File: src/rtl/arith_defs_pkg.sv
// Shared arithmetic definitions: operand width, FSM encodings, counter width.
package arith_defs;

    localparam int unsigned BITS  = 32;
    localparam int unsigned CNT_W = $clog2(BITS) + 1;

    typedef enum logic [1:0] {
        StIdle = 2'd0,
        StRun  = 2'd1,
        StDone = 2'd2
    } mul_state_e;

endpackage

File: src/rtl/thirtytwo_bit_adder.sv
// Unsigned ripple-style adder with carry in/out; the 33-bit result is exact.
module thirtytwo_bit_adder #(
    parameter int unsigned Width = 32
) (
    input  logic [Width-1:0] A,
    input  logic [Width-1:0] B,
    input  logic             CarryIN,
    output logic [Width-1:0] Sum,
    output logic             CarryOUT
);

    // Widen by one bit so the carry out is captured alongside the sum
    assign {CarryOUT, Sum} = {1'b0, A} + {1'b0, B} + {{Width{1'b0}}, CarryIN};

endmodule

File: src/rtl/thirtytwo_bit_multiplier.sv
// Sequential unsigned shift-and-add multiplier with Start/Busy/Done handshake.
// One partial-product add per cycle through the shared adder; result after Bits iterations.
module thirtytwo_bit_multiplier
    import arith_defs::*;
#(
    parameter int unsigned Bits = BITS
) (
    input  logic              Clock,
    input  logic              Reset,
    input  logic              Start,
    input  logic [Bits-1:0]   A,
    input  logic [Bits-1:0]   B,
    output logic              Busy,
    output logic              Done,
    output logic [2*Bits-1:0] Product
);

    localparam int unsigned CntW = $clog2(Bits) + 1;

    mul_state_e      state;
    logic [Bits-1:0] m;
    logic [Bits-1:0] p_hi;
    logic [Bits-1:0] p_lo;
    logic [CntW-1:0] cnt;

    logic [Bits-1:0] add_b;
    logic [Bits-1:0] sum;
    logic            carry_out;

    // Add the multiplicand only when the current multiplier LSB is set
    assign add_b = p_lo[0] ? m : '0;

    thirtytwo_bit_adder #(
        .Width (Bits)
    ) u_adder (
        .A        (p_hi),
        .B        (add_b),
        .CarryIN  (1'b0),
        .Sum      (sum),
        .CarryOUT (carry_out)
    );

    assign Product = {p_hi, p_lo};

    // FSM, iteration counter and datapath registers with registered Busy/Done
    always_ff @(posedge Clock or posedge Reset) begin
        if (Reset) begin
            state <= StIdle;
            Busy  <= 1'b0;
            Done  <= 1'b0;
            m     <= '0;
            p_hi  <= '0;
            p_lo  <= '0;
            cnt   <= '0;
        end else begin
            unique case (state)
                StIdle, StDone: begin
                    Done <= 1'b0;
                    if (Start) begin
                        m     <= A;
                        p_lo  <= B;
                        p_hi  <= '0;
                        cnt   <= '0;
                        state <= StRun;
                        Busy  <= 1'b1;
                    end else begin
                        state <= StIdle;
                        Busy  <= 1'b0;
                    end
                end
                StRun: begin
                    // Shift the 33-bit partial sum down one place into {P_hi,P_lo}
                    p_hi <= {carry_out, sum[Bits-1:1]};
                    p_lo <= {sum[0], p_lo[Bits-1:1]};
                    cnt  <= cnt + CntW'(1);
                    if (cnt == CntW'(Bits - 1)) begin
                        state <= StDone;
                        Busy  <= 1'b0;
                        Done  <= 1'b1;
                    end
                end
                default: begin
                    state <= StIdle;
                    Busy  <= 1'b0;
                    Done  <= 1'b0;
                end
            endcase
        end
    end

endmodule

File: config.mk
export PLATFORM = sky130hd
export DESIGN_NAME = thirtytwo_bit_multiplier
export DESIGN_NICKNAME = d
export VERILOG_FILES = /design/src/rtl/arith_defs_pkg.sv /design/src/rtl/thirtytwo_bit_adder.sv /design/src/rtl/thirtytwo_bit_multiplier.sv
export SDC_FILE = /design/constraint.sdc
export NUM_CORES = 1
export LEC_CHECK = 0
export ABC_AREA = 1
export CAP_MARGIN = 10
export CORE_MARGIN = 1.5
export CORE_UTILIZATION = 40
export CTS_BUF_LIST = sky130_fd_sc_hd__clkbuf_4 sky130_fd_sc_hd__clkbuf_8
export CTS_CLUSTER_SIZE = 10
export DETAILED_ROUTE_END_ITERATION = 6
export PLACE_DENSITY = 0.65
export REMOVE_ABC_BUFFERS = 1
export SLEW_MARGIN = 10
export SYNTH_ARGS = -nofsm -noshare
export SYNTH_HDL_FRONTEND = slang
export SYNTH_SLANG_ARGS = --single-unit
File: constraint.sdc
create_clock -name Clock -period 4.5 [get_ports Clock]
set_input_delay 0.9 -clock Clock [delete_from_list [all_inputs] [get_ports Clock]]
set_output_delay 0.9 -clock Clock [all_outputs]
set_load 0.02 [all_outputs]
Yosys cells after proc, flatten, opt, wreduce, memory -nomap -nowiden
Cells that the tools add are included.
{"block": "op_classes", "add_sub_neg": 2, "n_eq_ne": 5, "muxes": 15, "reduce_logical": 5}
{"operator": "$pmux 32 s2", "n": 2}
{"operator": "$mux 32", "n": 3}
{"operator": "$add 32x32->33", "n": 1}
{"operator": "$pmux 6 s2", "n": 1}
{"operator": "$add 6x1->6 const B", "n": 1}
{"operator": "$eq 6x5->1 const B", "n": 1}
{"operator": "$mux 6", "n": 1}
{"operator": "$mux 1", "n": 5}
{"operator": "$ne 2x2->1 const B", "n": 2}
{"operator": "$pmux 2 s2", "n": 1}
{"operator": "$reduce_and 2->1", "n": 2}
{"operator": "$eq 2x1->1 const B", "n": 1}
{"operator": "$eq 2x2->1 const B", "n": 1}
{"operator": "$logic_not 2->1", "n": 1}
{"operator": "$mux 2", "n": 1}
{"operator": "$pmux 1 s2", "n": 1}
{"operator": "$reduce_bool 2->1", "n": 1}
{"operator": "$reduce_or 2->1", "n": 1}
{"block": "totals", "reg_bits": 106, "wordCells": 34}

Logic depth before layout (Yosys ltp)
Gate-level depths: netlist of run 1.
{"block": "logic_depth", "ltp_word": 4, "mapped_depth": 18, "mapped_depth_nobuf": 16}

Cells and area by module
From an unflattened synthesis of run 1, not the netlist that was laid out.
{"block": "hier_totals", "cells_unflattened": 1071, "hier_area_um2": 6896.6}
{"mod": "thirtytwo_bit_multiplier", "area_per_inst_um2": 4503.1, "instances": 1, "cells_each": 566}
{"mod": "thirtytwo_bit_adder", "area_per_inst_um2": 2393.5, "instances": 1, "cells_each": 505}

Worst setup path after synthesis of run 1
OpenSTA, ideal clock, no wires.
{"block": "synth_timing", "path_kind": "reg2reg", "from": "register p_lo[0]", "to": "register p_hi[15]", "path_stages_with_launch": 18, "arrival_time_ns": 2.370, "synth_period_minus_slack_ns": 2.491, "slack_ns": 2.009, "required_ns": 4.379, "cell_sequence": "dfrtp_1 clkbuf_1 clkbuf_1 nand2_1 inv_1 ha_1 inv_1 fa_1 inv_1 nand3_1 nand3_1 nand2_1 nand2_1 nand3_1 nand2_2 nand2_1 nand2_1 o21ai_1"}
{"block": "synth_via", "elab_chain_len": 3}
{"item": "start: declaration", "line": "thirtytwo_bit_multiplier.sv:23", "text": "logic [Bits-1:0] p_lo;"}
{"item": "start signal: assignment", "line": "thirtytwo_bit_multiplier.sv:74", "text": "p_lo <= {sum[0], p_lo[Bits-1:1]};"}
{"item": "$mux 32", "line": "thirtytwo_bit_multiplier.sv:31", "text": "assign add_b = p_lo[0] ? m : '0;"}
{"item": "$add 32x32->33", "line": "thirtytwo_bit_adder.sv:13", "text": "assign {CarryOUT, Sum} = {1'b0, A} + {1'b0, B} + {{Width{1'b0}}, CarryIN};"}
{"item": "$pmux 32 s2", "line": "thirtytwo_bit_multiplier.sv:56", "text": "unique case (state)"}
{"item": "end signal: assignment", "line": "thirtytwo_bit_multiplier.sv:73", "text": "p_hi <= {carry_out, sum[Bits-1:1]};"}
{"item": "end: declaration", "line": "thirtytwo_bit_multiplier.sv:22", "text": "logic [Bits-1:0] p_hi;"}
Every way passes these cells.
A chain may end at the register's enable or synchronous reset.

Worst setup path after layout of run 1
{"block": "layout_timing", "from": "register p_lo[0]", "to": "output port Product[0]"}
{"item": "end: declaration", "line": "thirtytwo_bit_multiplier.sv:15", "text": "output logic [2*Bits-1:0] Product"}
No word-level cell between the ends.

==> run summary, run 1 <==
The flow ran to the end, and the final reports show no timing, DRC or antenna violations. After clock tree synthesis, the repair step resized 0 gates. The number of buffers on the longest clock path is 2. The number of nets in the layout is 1172. The placement-stage cell area came out at 0.00833 sq mm. The synthesized flop and latch total is 104. The launch point of the worst path is p_lo[0].

The post-route worst setup slack came out at 1520 ps. The final hold violation count is 0. At the placement stage, the worst setup path has a slack of 1530 ps. Summing over every cut layer, the via total after detailed routing is 6208. The static power due to leakage came out at 0.00457 uW.

The first global-routing pass estimated 30000 um of wire. The total setup violations reported at the end of the flow came out at 0. The routed wire length per instance came out at 13.7 um. The y dimension of the die came out at 133 um. Measured against its own limit, the worst slew margin works out to 47.7%. The post-CTS clock slew at the launch and capture registers of the worst setup and hold paths is 120 ps.

Counting the fill cells in the layout gives 1695. The number of nets with antenna violations after routing is 0. The area enclosed by the die boundary came out at 0.0178 sq mm. The worst hold path belongs to the class reg2reg.

The share of synthesized area in the top cell type comes to 38.2%. The TritonCTS clock tree is built. Entering global routing, the biggest net connects 63 pins.

Sorting the synthesized cells by area gives the leading types as dfrtp_1, nand2_1, inv_1. The proportion of power drawn by combinational gates is 53.5%. The clock skew is 14.4 ps. The core region is 0.0166 sq mm. The proportion of power drawn by the clock network came out at 14.6%. Cells with a size suffix above 1 make up 7.43% of the layout. The maximum resistive drop on vdd is 0.202 mV. The number of global-route vias before repair was 6094. In this run switching power makes up 44.8% of total power. In this run the critical register-to-register path is captured at p_hi[27]. The total net switching power came out at 1970 uW. The gate count after technology mapping is 947. The synthesized design spends more area on one cell type than any other, namely dfrtp_1. The share of power burned in registers is 31.9%. The number of cell rows is 47. The highest clock rate came out at 335 MHz. Buffers placed on the I/O ports in this run total 132. The origin of the critical flop-to-flop path is p_lo[0]. Setup repair after global routing left no endpoint under its margin. The cell-internal power is 2430 uW.

The clock tree root driver cell is clkbuf_8. CTS built an H-tree with a depth of 3. The I/O pin count is 133. After global routing the overflow that remains totals 0. The power density of the placed cells came out at 516 mW/mm^2.

The number of antenna violations at the first check in global routing is 0. The transition time at the pin with the least slew margin came out at 785 ps. The starting DRC count in detailed routing came out at 329. The worst setup path is captured at a primary output. The arrival time of data at the critical path endpoint came out at 2080 ps. Counting I/O delays and the setup requirement, the final critical path takes 2980 ps. The count of pins over their slew limit was 0.

After routing the design area is 0.00855 sq mm. The end point of the critical path is Product[0]. The number of unique standard cell types used by synthesis came out at 36. The number of buffers created by CTS came out at 9. Once detailed placement completed, the half-perimeter wirelength came to 13500 um. The overall global routing resource usage came out at 20.9%. The number of buffers added for setup after CTS is 0. The critical path is of the reg2out type.

The post-synthesis cell area came out at 0.00680 sq mm. The max-cap check violation count came out at 0. The portion of the post-synthesis area used by sequential elements came out at 38.2%. The required time of the worst setup path is 3600 ps. The clock latency of the later-clocked register in the worst-skew pair is 400 ps. The routed design has 17700 um of wire. The fraction of the cycle the final worst path needs came out at 66.3%. The synthesis-to-finish area growth came out at 25.6%.

The flop-to-flop setup slack is 1880 ps. The number of sinks handled by clock tree synthesis is 104. The Yosys step of the flow raised 0 warnings. The logic depth of the worst register-to-register path is 15. The hold buffer count at CTS is 0. The placer congestion estimate came out at 0.902. The width of the chip came out at 133 um.

The aggregate negative setup slack is 0 ps. The worst setup path is launched from a flip-flop. The number of antenna diodes in the final layout is 0. In the routed design, unresolved DRC markers number 0.

The effective utilization at floorplan came out at 41.0%. In this run the worst path has a maximum fanout of 20. The synthesized area per cell came out at 7.18 sq um. The number of iterations in the first detailed-routing pass is 4. The routed via count divided by cell count is 4.79.
how the worst min path moves through the flow:
stage	from	to	slack [ps]	depth (start not counted)
2_1_floorplan	cnt[5]	cnt[5]	460	1
3_3_place_gp	cnt[3]	cnt[3]	480	1
3_5_place_dp	cnt[3]	cnt[3]	490	1
4_1_cts	cnt[3]	cnt[3]	500	1
5_1_grt	cnt[5]	cnt[5]	530	1
6_report	cnt[3]	cnt[3]	500	1
per-stage QoR:
step / std cells / power [uW] / util [%] / hold slack, ps
global placement: 1280 / 3750 / 50.2 / 480
floorplan: 921 / 2890 / - / 458
finish: 1296 / 4410 / 51.5 / 501
CTS: 1296 / 4440 / 51.5 / 504
detailed placement: 1280 / 3780 / 50.2 / 489
global route: 1296 / 4780 / 51.5 / 526
routing by layer:
| layer | vias to the layer above | part of all wire (%) | global-route usage, % |
|---|---|---|---|
| met5 | - | 0 | 0 |
| met4 | 0 | 1.7 | 6.34 |
| met3 | 25 | 7.9 | 6.93 |
| met2 | 147 | 43 | 32.1 |
| met1 | 2818 | 47 | 28.0 |
| li1 | 3218 | - | - |
state kept, by name, summed over array words and instances (netlist names):
name   count
Done       1
p_lo      32
m         32
p_hi      32
cnt        6
state      1
critical path, cell delays in order, from the launching register on:
cell and delay (ps):
dfrtp_1 680, buf_4 350, clkdlybuf4s50_1 650
synthesized netlist by cell type:
master and number:
nand3b_1 3, dfrtp_1 104, inv_2 5, o21bai_1 3, a22o_1 1, xnor2_1 2, o22ai_1 2, buf_4 1
a21oi_1 31, clkbuf_1 13, inv_1 179, nor2_4 2, mux2_2 32, nand2_4 1, o221ai_1 28, buf_2 11
buf_6 1, nand3_1 74, o211ai_1 3, o21ai_0 16, nor2_1 50, or2_2 2, a21o_1 1, a32o_1 2
ha_1 33, xor2_1 1, or2_1 1, nor2_2 2, nand4_1 3, nor3_1 5, a41oi_1 1, o21ai_1 4
nand2_2 9, fa_1 1, nand2_1 317, nand3_2 3
cell usage in the layout, fill, tap and decap left out, types with 2 or more instances in the layout:
| cell | instances |
|---|---|
| inv_2 | 5 |
| clkinvlp_4 | 2 |
| ha_1 | 33 |
| o21ai_1 | 4 |
| nor2_2 | 2 |
| nand2_2 | 9 |
| o221ai_1 | 28 |
| o211ai_1 | 3 |
| a32o_1 | 2 |
| inv_1 | 178 |
| nor2_1 | 50 |
| nand3_2 | 3 |
| nor2_4 | 2 |
| or2_2 | 2 |
| dfrtp_1 | 104 |
| nand3_1 | 74 |
| clkbuf_8 | 9 |
| a21oi_1 | 31 |
| nand2_1 | 317 |
| o22ai_1 | 2 |
| nand3b_1 | 3 |
| nor3_1 | 5 |
| mux2_2 | 32 |
| nand4_1 | 3 |
| o21bai_1 | 3 |
| o21ai_0 | 16 |
| clkdlybuf4s50_1 | 132 |
| buf_4 | 7 |
| xnor2_1 | 2 |
layout make-up:
class	instances	area (sq um)	share of cell area [%]
clock buffer	9	124	1.45
clock inverter	7	90.1	1.05
inverter	184	693	8.11
multi-input combinational	633	3390	39.6
sequential	104	2600	30.4
tap	220	275	3.22
timing repair buffer	139	1370	16.1
power by group through the flow:
| stage | clock network [uW] | logic [uW] | registers, uW |
|---|---|---|---|
| final | 642 | 2360 | 1410 |
| after detailed placement | 0 | 2350 | 1420 |
| after global placement | 0 | 2330 | 1420 |
| after CTS | 664 | 2360 | 1410 |
| after floorplan | 0 | 1270 | 1620 |
| after global routing | 702 | 2630 | 1440 |
cells by family (layout without fill, tap and decap cells):
kind of cell | after synthesis | in the layout | synth area share [%]
multiplexers | 32 | 32 | 5.30
AO/OA/AOI/OAI | 92 | 92 | 8.86
XOR/XNOR | 3 | 3 | 0.386
AND/OR/NAND/NOR | 472 | 472 | 28.9
flip-flops | 104 | 104 | 38.2
buffers and inverters | 210 | 339 | 12.0
adder cells (fa/ha/maj) | 34 | 34 | 6.36
Power figures use the tool's default switching activity.
==> run 2, diff against run 1 <==
--- a/config.mk
+++ b/config.mk
@@ -12,7 +12,7 @@
 export CTS_BUF_LIST = sky130_fd_sc_hd__clkbuf_4 sky130_fd_sc_hd__clkbuf_8
 export CTS_CLUSTER_SIZE = 10
 export DETAILED_ROUTE_END_ITERATION = 6
-export PLACE_DENSITY = 0.65
+export PLACE_DENSITY = 0.68
 export REMOVE_ABC_BUFFERS = 1
 export SLEW_MARGIN = 10
 export SYNTH_ARGS = -nofsm -noshare
==> constraint.sdc (replaced) <==
create_clock -name Clock -period 2.5 [get_ports Clock]
set_input_delay 0.5 -clock Clock [delete_from_list [all_inputs] [get_ports Clock]]
set_output_delay 0.5 -clock Clock [all_outputs]
set_load 0.02 [all_outputs]
==> run summary, run 2 (same netlist as run 1, synthesis figures left out) <==
The run finished with clean final reports. The count of pins over their slew limit came out at 0 (unchanged). The area enclosed by the die boundary came to 0.0178 sq mm (unchanged). The leading cell type in the layout, fill and taps excluded is nand2_1.

The area used by multi-input combinational logic is 0.00339 sq mm (unchanged). The clock latency of the later-clocked register in the worst-skew pair is 400 ps (about the same). The worst-case headroom to the max-slew limit came out at 53.7% (+6.0 points).

The area inside the core boundary came to 0.0166 sq mm (unchanged). The hold buffer count at CTS came out at 0 (unchanged). The routed wire length per instance was 14.1 um (+3.1%). The post-detailed-route DRC marker count came out at 0 (unchanged). The highest clock rate is 448 MHz. The arrival time of data at the critical path endpoint came out at 2580 ps (+500 ps). The number of global-route vias before repair is 6276 (+3.0%). STA classifies the critical path startpoint as a flip-flop.

The critical-path maximum fanout came out at 19 (-5.0%). STA classifies the critical path endpoint as a flip-flop. The final hold violation count came out at 0 (unchanged).

The number of cell rows is 47 (unchanged). The category of the most critical setup path is reg2reg. The number of buffers created by CTS is 9 (unchanged). The maximum number of pins on one net before global-route repair came to 38 (-40%). The total setup violations reported at the end of the flow is 0 (unchanged). The number of nets in the layout is 1176 (+0.34%). The routed via count divided by cell count came out at 4.91 (+2.6%). The cell sitting at the root of the clock tree is a clkbuf_8. The number of buffers on the longest clock path is 2 (unchanged). The fraction of final layout cells with drive strength greater than 1 is 7.69% (+0.26 points).

The power density of the placed cells is 926 mW/mm^2 (+80%). The static power due to leakage came out at 0.00461 uW (+0.80%). The sequential standard cell area is 0.00260 sq mm (unchanged). The post-CTS clock slew at the launch and capture registers of the worst setup and hold paths came out at 110 ps (about the same).

The clock skew came out at 14.1 ps (-0.383 ps). The total overflow reported by the global router came out at 0 (unchanged). The overall global routing resource usage was 21.9% (+0.99 points). The maximum resistive drop on vdd is 0.420 mV (+110%). The number of diodes came to 0 (unchanged).

The shortest period the worst path allows came out at 2230 ps. The fraction of the cycle the final worst path needs came out at 89.3%. The library cells used most frequently in the layout, excluding fill and tap cells, are nand2_1, inv_1, clkdlybuf4s50_1. The max-cap check violation count was 0 (unchanged). The number of filler cells placed in the layout came out at 1644 (-3.0%). The post-route worst setup slack is 267 ps (-1250 ps). The width of the chip came out at 133 um (unchanged).

The number of iterations in the first detailed-routing pass is 5 (+1). The number of input and output port buffers inserted is 132 (unchanged). The worst hold-check slack came out at 479 ps (-21.8 ps).

The required time of the worst setup path came out at 2840 ps (-760 ps). The number of antenna violations at the first check in global routing came out at 0 (unchanged). The path class of the tightest hold or removal check is in2async. The number of nets with antenna violations after routing came out at 0 (unchanged). The via total after detailed routing came out at 6382 (+2.8%). The number of gates given a new drive strength after cts is 0 (unchanged). The transition time at the pin with the least slew margin came out at 694 ps (-90.8 ps). The I/O pin count came out at 133 (unchanged). Compared with the post-synthesis result, the final layout area differs by 26.4%. The starting DRC count in detailed routing was 305 (-7.3%). The placer congestion estimate is 0.974 (+8.1%). The number of buffers added for setup after CTS came out at 0 (unchanged). In the final layout, the registers with the most flip-flops are m: 32 flops, p_hi: 32 flops, p_lo: 32 flops. Setup repair after global routing left no endpoint under its margin. The effective utilization at floorplan came out at 41.0% (unchanged).

TritonCTS built the clock tree. The minimum setup slack after placement is 273 ps (-1260 ps). The y dimension of the die is 133 um (unchanged). The first-pass GRT wire length came out at 30600 um (+2.0%). The total detailed-routing wirelength is 18300 um (+3.4%). The number of sinks handled by clock tree synthesis came out at 104 (unchanged).

The deepest level of the CTS H-tree is 3 (unchanged). The half-perimeter wire length after placement came to 14000 um (+3.8%).
-- run 2: worst max-delay path, cell delays in order, from the launching register on --
cell and delay (ps):
dfrtp_1 390, buf_4 250, nand2_1 130, fa_1 460, inv_1 110, nand3_1 70, nand3_1 140, nand2_1 70
nand2_1 120, nand3_1 110, nand2_2 90, nand2_1 50, nand2_1 60, nand2_1 50, nand2_1 60
-- run 2: path summary, 6_finish.rpt --
kind | startpoint | end | slack, ps | cells past startpoint
worst max-delay path | p_lo[0] | p_hi[31] | 270 | 14
worst max register to register | p_lo[0] | p_hi[31] | 270 | 14
worst min register to register | cnt[3] | cnt[3] | 510 | 1
max in group asynchronous | Reset | m[8] | 1460 | 3
worst min-delay path | Reset | p_hi[27] | 480 | 2
min in group Clock | cnt[3] | cnt[3] | 510 | 1
-- run 2: metrics by stage --
step           total power [uW]  util (%)  TNS [ps]  area, sq um  cells
2_1_floorplan              5210         -    -76170         6680    921
4_1_cts                    8030      51.9         0         8600   1299
3_3_place_gp               6830      50.7         0         8400   1284
5_1_grt                    8640      51.9         0         8600   1299
3_5_place_dp               6860      50.7         0         8400   1284
6_report                   7970      51.9         0         8600   1299
-- run 2: layout make-up --
| type | instances | share of cell area (%) |
|---|---|---|
| clock buffers | 9 | 1.44 |
| clock inverters | 6 | 0.887 |
| inverters | 184 | 8.06 |
| multi-input cells | 633 | 39.4 |
| flip-flops and latches | 104 | 30.3 |
| well taps | 220 | 3.20 |
| repair buffers | 143 | 16.8 |
-- run 2: layer usage --
metal,vias up,track usage [%],part of all wire [%]
li1,3237,-,-
met1,2938,28.2,45
met2,186,35.1,45
met3,21,6.58,8.3
met4,0,7.25,1.6
met5,-,0,0
-- run 2: power by group --
part           internal, uW  leakage (uW)  switching, uW
Combinational          1760       0.00323           2540
Sequential             2150       0.00127            377
Clock                   476      0.000102            660
